### src/rtl/scr1_led_pwm_ctrl.sv
// scr1_led_pwm_ctrl: multi-channel status-LED driver with PWM, blink and breathe modes
// plus the board heartbeat; config goes to shadows and is applied at PWM period boundaries.
module scr1_led_pwm_ctrl #(
    parameter int CLK_FREQ    = 25000000,
    parameter int PWM_FREQ    = 1000,
    parameter int HB_HZ       = 1,
    parameter int BREATHE_DIV = 4,
    parameter int CH_NUM      = 12,
    localparam int CH_W       = (CH_NUM > 1) ? $clog2(CH_NUM) : 1
) (
    input  logic              clk,
    input  logic              rst_n,
    input  logic              cfg_we,
    input  logic [CH_W-1:0]   cfg_ch,
    input  logic [1:0]        cfg_mode,
    input  logic [7:0]        cfg_duty,
    output logic [CH_NUM-1:0] led_o,
    output logic              heartbeat_o,
    output logic              pwm_period_o
);
    localparam int STEP_RAW = CLK_FREQ / (PWM_FREQ * 256);
    localparam int STEP_DIV = (STEP_RAW > 1) ? STEP_RAW : 1;
    localparam int HB_HALF  = CLK_FREQ / (2 * HB_HZ);
    localparam logic [1:0] M_OFF = 2'd0, M_PWM = 2'd1, M_BLINK = 2'd2;

    logic [31:0] step_cnt, hb_cnt, brth_cnt;
    logic [7:0]  pwm_cnt, breathe_lvl;
    logic        breathe_up, step_tick, boundary;
    logic [1:0]  sh_mode  [CH_NUM];
    logic [1:0]  act_mode [CH_NUM];
    logic [7:0]  sh_duty  [CH_NUM];
    logic [7:0]  act_duty [CH_NUM];
    logic [7:0]  duty_eff [CH_NUM];

    always_comb begin
        step_tick = step_cnt == 32'd0;
        boundary  = step_tick && pwm_cnt == 8'hff;
        for (int i = 0; i < CH_NUM; i++)
            duty_eff[i] = act_mode[i] == M_OFF   ? 8'd0 :
                          act_mode[i] == M_PWM   ? act_duty[i] :
                          act_mode[i] == M_BLINK ? (heartbeat_o ? act_duty[i] : 8'd0) :
                          (breathe_lvl < act_duty[i] ? breathe_lvl : act_duty[i]);
    end

    always_ff @(posedge clk) begin
        if (!rst_n) begin
            step_cnt     <= 32'(STEP_DIV - 1);
            hb_cnt       <= 32'(HB_HALF - 1);
            brth_cnt     <= 32'(BREATHE_DIV - 1);
            pwm_cnt      <= 8'd0;
            breathe_lvl  <= 8'd0;
            breathe_up   <= 1'b1;
            heartbeat_o  <= 1'b0;
            pwm_period_o <= 1'b0;
            led_o        <= '0;
            for (int i = 0; i < CH_NUM; i++) begin
                sh_mode[i]  <= M_OFF;
                sh_duty[i]  <= 8'd0;
                act_mode[i] <= M_OFF;
                act_duty[i] <= 8'd0;
            end
        end else begin
            step_cnt     <= step_tick ? 32'(STEP_DIV - 1) : step_cnt - 32'd1;
            pwm_cnt      <= step_tick ? pwm_cnt + 8'd1 : pwm_cnt;
            pwm_period_o <= boundary;
            hb_cnt       <= hb_cnt == 32'd0 ? 32'(HB_HALF - 1) : hb_cnt - 32'd1;
            if (hb_cnt == 32'd0)
                heartbeat_o <= ~heartbeat_o;
            // active loads read the pre-edge shadow, so a same-cycle write waits a period
            if (boundary) begin
                for (int i = 0; i < CH_NUM; i++) begin
                    act_mode[i] <= sh_mode[i];
                    act_duty[i] <= sh_duty[i];
                end
                brth_cnt <= brth_cnt == 32'd0 ? 32'(BREATHE_DIV - 1) : brth_cnt - 32'd1;
                if (brth_cnt == 32'd0) begin
                    if (breathe_up) begin
                        breathe_up  <= breathe_lvl != 8'hff;
                        breathe_lvl <= breathe_lvl == 8'hff ? 8'hfe : breathe_lvl + 8'd1;
                    end else begin
                        breathe_up  <= breathe_lvl == 8'd0;
                        breathe_lvl <= breathe_lvl == 8'd0 ? 8'd1 : breathe_lvl - 8'd1;
                    end
                end
            end
            if (cfg_we && 32'(cfg_ch) < CH_NUM) begin
                sh_mode[cfg_ch] <= cfg_mode;
                sh_duty[cfg_ch] <= cfg_duty;
            end
            for (int i = 0; i < CH_NUM; i++)
                led_o[i] <= pwm_cnt < duty_eff[i];
        end
    end
endmodule

### config.mk
export PLATFORM = sky130hd
export DESIGN_NAME = scr1_led_pwm_ctrl
export DESIGN_NICKNAME = d
export VERILOG_FILES = /design/src/rtl/scr1_led_pwm_ctrl.sv
export SDC_FILE = /design/constraint.sdc
export NUM_CORES = 1
export LEC_CHECK = 0
export ABC_AREA = 1
export CORE_MARGIN = 2
export CORE_UTILIZATION = 55
export DETAILED_ROUTE_END_ITERATION = 16
export GPL_ROUTABILITY_DRIVEN = 0
export GPL_TIMING_DRIVEN = 0
export MAX_ROUTING_LAYER = met4
export PLACE_DENSITY = 0.78
export SYNTH_ARGS = -nofsm -noshare
export SYNTH_HDL_FRONTEND = slang
export SYNTH_SLANG_ARGS = --single-unit
### constraint.sdc
create_clock -name clk -period 10.48 [get_ports clk]
set_input_delay 1.572 -clock clk [delete_from_list [all_inputs] [get_ports clk]]
set_output_delay 1.572 -clock clk [all_outputs]
set_load 0.05 [all_outputs]
==> results of run 1 <==
[metal layers]
metal / GRT usage [%] / vias to the layer above
li1: - / 9394
met1: 36.4 / 8910
met2: 50.2 / 1031
met3: 5.87 / 371
met4: 22.6 / 0
met5: - / -
[final cells by class]
| class | instances | area, sq um |
|---|---|---|
| Buffer | 83 | 337 |
| Multi-Input combinational cell | 1919 | 10500 |
| Inverter | 406 | 1540 |
| Clock buffer | 48 | 1050 |
| Timing Repair Buffer | 31 | 328 |
| Tap cell | 525 | 657 |
| Sequential cell | 367 | 9750 |
| Fill cell | 3349 | 15300 |
| Clock inverter | 24 | 299 |
[state kept, by name (all words and copies together) (netlist names)]
name	flops
act_mode	24
sh_duty	96
breathe_up	1
step_cnt	32
act_duty	96
sh_mode	24
heartbeat_o	1
hb_cnt	32
pwm_cnt	8
pwm_period_o	1
brth_cnt	32
breathe_lvl	8
led_o	12
[cell usage in the layout, fill, tap and decap left out, drive strengths merged]
cell / count
a21boi: 1
nand2: 528
a211oi: 1
a31oi: 5
nor4: 15
nor3: 30
or2: 10
o21ai: 130
inv: 401
o211ai: 32
edfxtp: 240
a31o: 1
a32oi: 8
o221a: 1
a22oi: 69
nor3b: 3
and2: 1
a21oi: 280
nand3: 79
nor2: 452
o31ai: 12
nand4: 19
xor2: 24
clkdlybuf4s50: 30
o21a: 17
ha: 175
or4: 1
nand3b: 1
clkbuf: 112
and3: 1
dfxtp: 127
clkinv: 23
o22ai: 3
bufinv: 6
buf: 20
o21bai: 1
or3: 1
a221oi: 2
xnor2: 15
o32ai: 1
[cells in the mapped netlist, drive strengths merged, types with 17 or more instances]
cell type    n  area (sq um)
edfxtp     240          7210
nand3       79           423
nand2      528          2000
buf         19          96.3
nand4       19           125
clkbuf      64           240
nor3        30           165
a22oi       69           518
ha         175          2190
o21a        17           128
inv        399          1500
dfxtp      127          2540
nor2       452          1800
o211ai      32           240
a21oi      280          1400
xor2        24           210
o21ai      130           651
[final timing paths]
kind	slack, ns	cells past startpoint	startpoint	to
worst max-delay path	5.75	11	heartbeat_o	led_o[2]
worst min-delay path	0.40	1	hb_cnt[0]	hb_cnt[0]
worst max register to register	5.75	11	heartbeat_o	led_o[2]
worst min register to register	0.40	1	hb_cnt[0]	hb_cnt[0]
[power breakdown]
part / switching (uW) / internal (uW)
Combinational: 159 / 66.1
Clock: 611 / 870
Sequential: 30.4 / 1590
Total: 800 / 2530
[critical path, cell delays in order (launching register included)]
cell and delay [ns]:
dfxtp_1 0.34, clkbuf_1 0.84, clkbuf_1 0.51, clkbuf_1 0.73, buf_1 0.58, nand2_1 0.10
a21oi_1 0.17, a22oi_1 0.09, ha_1 0.32, a21oi_1 0.14, o211ai_1 0.10, a21oi_1 0.61
[metrics by stage]
step                      std cells  power, uW  hold slack [ns]  setup WS, ns
after floorplan                2775       1790            0.366          5.56
after global placement         3330       1860            0.375          3.07
after detailed placement       3331       1870            0.382          5.64
after CTS                      3403       3330            0.396          6.05
after global routing           3403       3420            0.408          5.73
final                          3403       3330            0.397          5.75
[cells by family (layout without fill, tap and decap cells)]
group,count (synthesis),in the layout
AOI/OAI and AO/OA,564,564
adders and majority gates,175,175
DFF,367,367
buffers and inverters,489,592
and+or+nand+nor,1141,1141
xor gates and xnor gates,39,39
==> out/metrics.cfg, run 1 <==
[status]
status=finished, final reports clean

[floorplan]
initial_core_util_pct=55.7
die_y_um=205
die_area_sq_um=41800
rows=73
pin_count=31
core_sq_um=39700
die_w_um=205

[worst_hold_path]
hold_path_class=reg -> reg

[yosys]
syn-cell-area_sq_um=22100
yosysSeqAreaShare_pct=44.1
synth_simple_gate_area_share_pct=21.4
async_reset_ff_share_pct=0
synthXorXnorAreaFrac_pct=1.54
synth-compound-area-share_pct=14.5
synthCells=2775
synthAdderAreaFrac_pct=9.90
ys.flop_type=edfxtp_1
yosysWarnings=0
syn_area_per_cell_sq_um=7.97
syn_nets=2967
synth_top_family_by_area=simple AND/OR/NAND/NOR gates
ys_types=55
ys_ff_latch=367
synthMuxAreaShare_pct=0
synth-edff-count=240

[timing]
drv_slew=0
finalSetupTns_ns=0
timing.final.crit_period_ns=4.73
setup_viol=0
period_share_pct=45.1
rsz0062_at_grt=false
finalHoldViolCount=0
fmax_ghz=0.211
worst_slew_pin_slew_ns=1.44
skew_ns=0.0300
slew-limit-headroom_pct=3.60

[grt]
grt_usage_pct=31.8
grt_pass1_vias=19100
grt_max_degree=64
overflow=0
antenna_found_initial=0
grt_pass1_wl_mm=99.2

[pwr]
power.density_nw_per_um2=136
peakVddDrop_v=0.000143
leakagePower_uw=0.0108

[clock_tree]
cts_max_level=2
clk_pin_slew_ns=0.06
clkLatencyLatePin_ns=0.59
cts_tree=done
cts_max_path_buffers=3
clock-root-buffer=clkbuf_16
post_cts_buffers=0
cts.repair.resized=0
cts_buffers=39
cts_hold_buf=0
clock-sinks=367

[placement]
port_buffers=30
placed_area_sq_um=23100
hpwl_mm=42.2

[cells_and_area]
diodes=0
drive_gt1_share_pct=4.55
final_util_pct=61.5
final_area_sq_um=24500
syn_to_final_growth_pct=10.6
nNetsFinal=3039

[routing]
wire_per_inst_um=18.7
wl_met1_mm=23.5
wl_met3_mm=6.52
drtAntennaViolNets=0
dr.pass1.iters=7
vias=19700
drc=0
met2_length_mm=28.6
drtIter0Drc=2672
via_per_inst=5.79
topRoutingLayerUsed=met4
wl_mm=63.6

[run]
maxCapViolations=0

[setup_path]
arrival_ns=5.12
cp.required_ns=10.87
path_class=reg -> reg
cp-start-kind=register
endpoint_kind=register
cp_max_fo=10

No activity file was read; power rests on OpenSTA's default activity.
==> inputs of run 2 (changes only) <==
--- a/config.mk
+++ b/config.mk
@@ -12,7 +12,7 @@
 export GPL_ROUTABILITY_DRIVEN = 0
 export GPL_TIMING_DRIVEN = 0
 export MAX_ROUTING_LAYER = met4
-export PLACE_DENSITY = 0.78
+export PLACE_DENSITY = 0.81
 export SYNTH_ARGS = -nofsm -noshare
 export SYNTH_HDL_FRONTEND = slang
 export SYNTH_SLANG_ARGS = --single-unit
==> constraint.sdc (replaced) <==
create_clock -name clk -period 4.16 [get_ports clk]
set_input_delay 0.624 -clock clk [delete_from_list [all_inputs] [get_ports clk]]
set_output_delay 0.624 -clock clk [all_outputs]
set_load 0.05 [all_outputs]
==> run 2 against run 1 <==
Against the previous run: register-to-register slack lost 5.8 ns; via count grew 0.95%; the flow now finishes with violations (setup timing); final cell count is essentially flat; first-iteration DRC count shrank 8.8%; fmax grew 14%; setup slack lost 5.8 ns; worst hold slack lost 0.0035 ns.
==> out/metrics.cfg, run 2 (same netlist as run 1, synthesis figures left out) <==
[clock_tree]
clock-sinks=367  ; unchanged
cts_max_level=2  ; unchanged
clkLatencyLatePin_ns=0.59  ; about the same
cts_hold_buf=0  ; unchanged
clk_pin_slew_ns=0.06  ; about the same
cts_buffers=39  ; unchanged
cts_max_path_buffers=3  ; unchanged
cts_tree=done
clock-root-buffer=clkbuf_16

[timing]
slew-limit-headroom_pct=6.93  ; +3.3 points
period_share_pct=100  ; +55 points
worst_slew_pin_slew_ns=1.39  ; -0.0499 ns
timing.final.crit_period_ns=4.17  ; -0.564 ns
skew_ns=0.0318  ; +0.00180 ns
setup_viol=1  ; +1
finalHoldViolCount=0  ; unchanged
rsz0062_at_grt=false
finalSetupTns_ns=-0.00563  ; -0.00563 ns
timing.final.ws_setup_ns=-0.00563  ; -5.76 ns
drv_slew=0  ; unchanged
fmax_ghz=0.240  ; +14%

[floorplan]
die_area_sq_um=41800  ; unchanged
initial_core_util_pct=55.7  ; unchanged
core_sq_um=39700  ; unchanged
rows=73  ; unchanged
die_w_um=205  ; unchanged
die_y_um=205  ; unchanged
pin_count=31  ; unchanged

[pwr]
internal-power_uw=6180  ; +140%
power.density_nw_per_um2=334  ; +150%
peakVddDrop_v=0.000427  ; +200%
leakagePower_uw=0.0108  ; -0.50%
power_uw=8140  ; +140%
switchingPower_uw=1960  ; +150%
combPwrFrac_pct=6.9  ; about the same
swShare_pct=24.1  ; +0.035 points
power_frac_seq_pct=50.2  ; +1.5 points
clockPowerShare_pct=42.9  ; -1.6 points

[setup_path]
cp_max_fo=13  ; +3
crit_chain=clkbuf_1, inv_1, clkbuf_1, o21ai_0, a22oi_1, ha_1, a21oi_1, o211ai_1, a21oi_1
arrival_ns=4.56  ; -0.56 ns
cp.required_ns=4.56  ; -6.31 ns
startpoint=breathe_lvl[5]
cp-start-kind=register
crit_buf_inv=3  ; -1
endpoint_kind=register
critPathMaxStageDelay_ns=1.05  ; +0.21 ns
crit-reg2reg-launch=breathe_lvl[5]
path_class=reg -> reg
slowest_stage=dfxtp_1
path_delay_family=buffers and inverters

[grt]
overflow=0  ; unchanged
grt_usage_pct=30.5  ; -1.2 points
antenna_found_initial=2  ; +2
grt_max_degree=123  ; +92%
grt_pass1_vias=18600  ; -2.5%
grt_pass1_wl_mm=96.0  ; -3.2%

[routing]
drc=0  ; unchanged
drtIter0Drc=2436  ; -8.8%
dr.pass1.iters=9  ; +2
drtAntennaViolNets=0  ; unchanged
vias=19900  ; +0.95%
via_per_inst=5.85  ; +0.98%
wl_mm=62.4  ; -1.9%
wire_per_inst_um=18.3  ; -1.9%

[cells_and_area]
reg_top3=act_duty x96, sh_duty x96
nNetsFinal=3038  ; -0.033%
fillerInstances=3298  ; -1.5%
syn_to_final_growth_pct=10.2
drive_gt1_share_pct=4.52  ; -0.032 points
layout.cells.most_common=nand2_1
most-common-layout-cells=522 x nand2_1, 433 x nor2_1, 391 x inv_1

[run]
maxCapViolations=0  ; unchanged

[placement]
hpwl_mm=42.2  ; about the same
port_buffers=30  ; unchanged

[worst_hold_path]
hold_path_class=reg -> reg
min_from=hb_cnt[0]

[status]
status=finished, violations left
violations=setup timing

==> run 2: cell types whose count changed in the layout (fill, tap and decap cells not counted), sizes merged <==
cell | previous run | this run
buf | 20 | 19
bufinv | 6 | 3
clkbuf | 112 | 120
clkinv | 23 | 11
clkinvlp | 0 | 3
diode | 0 | 1
inv | 401 | 404
==> run 2: stage by stage <==
stage	hold WS, ns	worst slack, ns	util [%]	cells	area, sq um
6_report	0.393	-0.00563	61.3	3402	24400
5_1_grt	0.423	0.111	61.3	3402	24400
4_1_cts	0.394	0.0951	61.3	3401	24400
3_5_place_dp	0.379	-0.124	58.1	3330	23100
3_3_place_gp	0.375	-0.571	58.1	3330	23100
2_1_floorplan	0.366	0.745	-	2775	22100
==> run 2: final cells by class <==
class | count | area (sq um) | share of cell area, %
Multi-Input combinational cell | 1919 | 10500 | 43.1
Sequential cell | 367 | 9750 | 40.0
Inverter | 406 | 1540 | 6.31
Clock buffer | 56 | 1070 | 4.39
Tap cell | 525 | 657 | 2.70
Buffer | 83 | 339 | 1.39
Timing Repair Buffer | 30 | 300 | 1.23
Clock inverter | 15 | 200 | 0.822
Antenna cell | 1 | 2.50 | 0.0103
==> run 2: power by group through the flow <==
stage / logic [uW] / registers, uW / clock network, uW
final: 561 / 4090 / 3500
after global routing: 619 / 4100 / 3660
after CTS: 551 / 4080 / 3530
after detailed placement: 547 / 4160 / 0
after global placement: 522 / 4160 / 0
after floorplan: 346 / 4170 / 0
==> run 2: repair_timing <==
item | CTS | global route
setup buffers | 0 | 0
cloned | 0 | 0
endpoints found under the setup margin | 1 | 1
resized for setup | 1 | 3
==> run 2: per-layer routing <==
metal | part of all wire [%] | vias up | wire length [um] | GRT usage (%)
li1 | - | 9404 | - | -
met1 | 37 | 9039 | 23000 | 35.4
met2 | 45 | 1104 | 28100 | 48.2
met3 | 11 | 347 | 6610 | 5.79
met4 | 7.5 | 0 | 4680 | 20.7
met5 | 0 | - | 0 | -
==> run 2: path summary, 6_finish.rpt <==
kind	to	slack [ns]	cells after the start
min reg2reg	hb_cnt[0]	0.39	1
min	hb_cnt[0]	0.39	1
max	led_o[2]	-0.006	9
max reg2reg	led_o[2]	-0.006	9
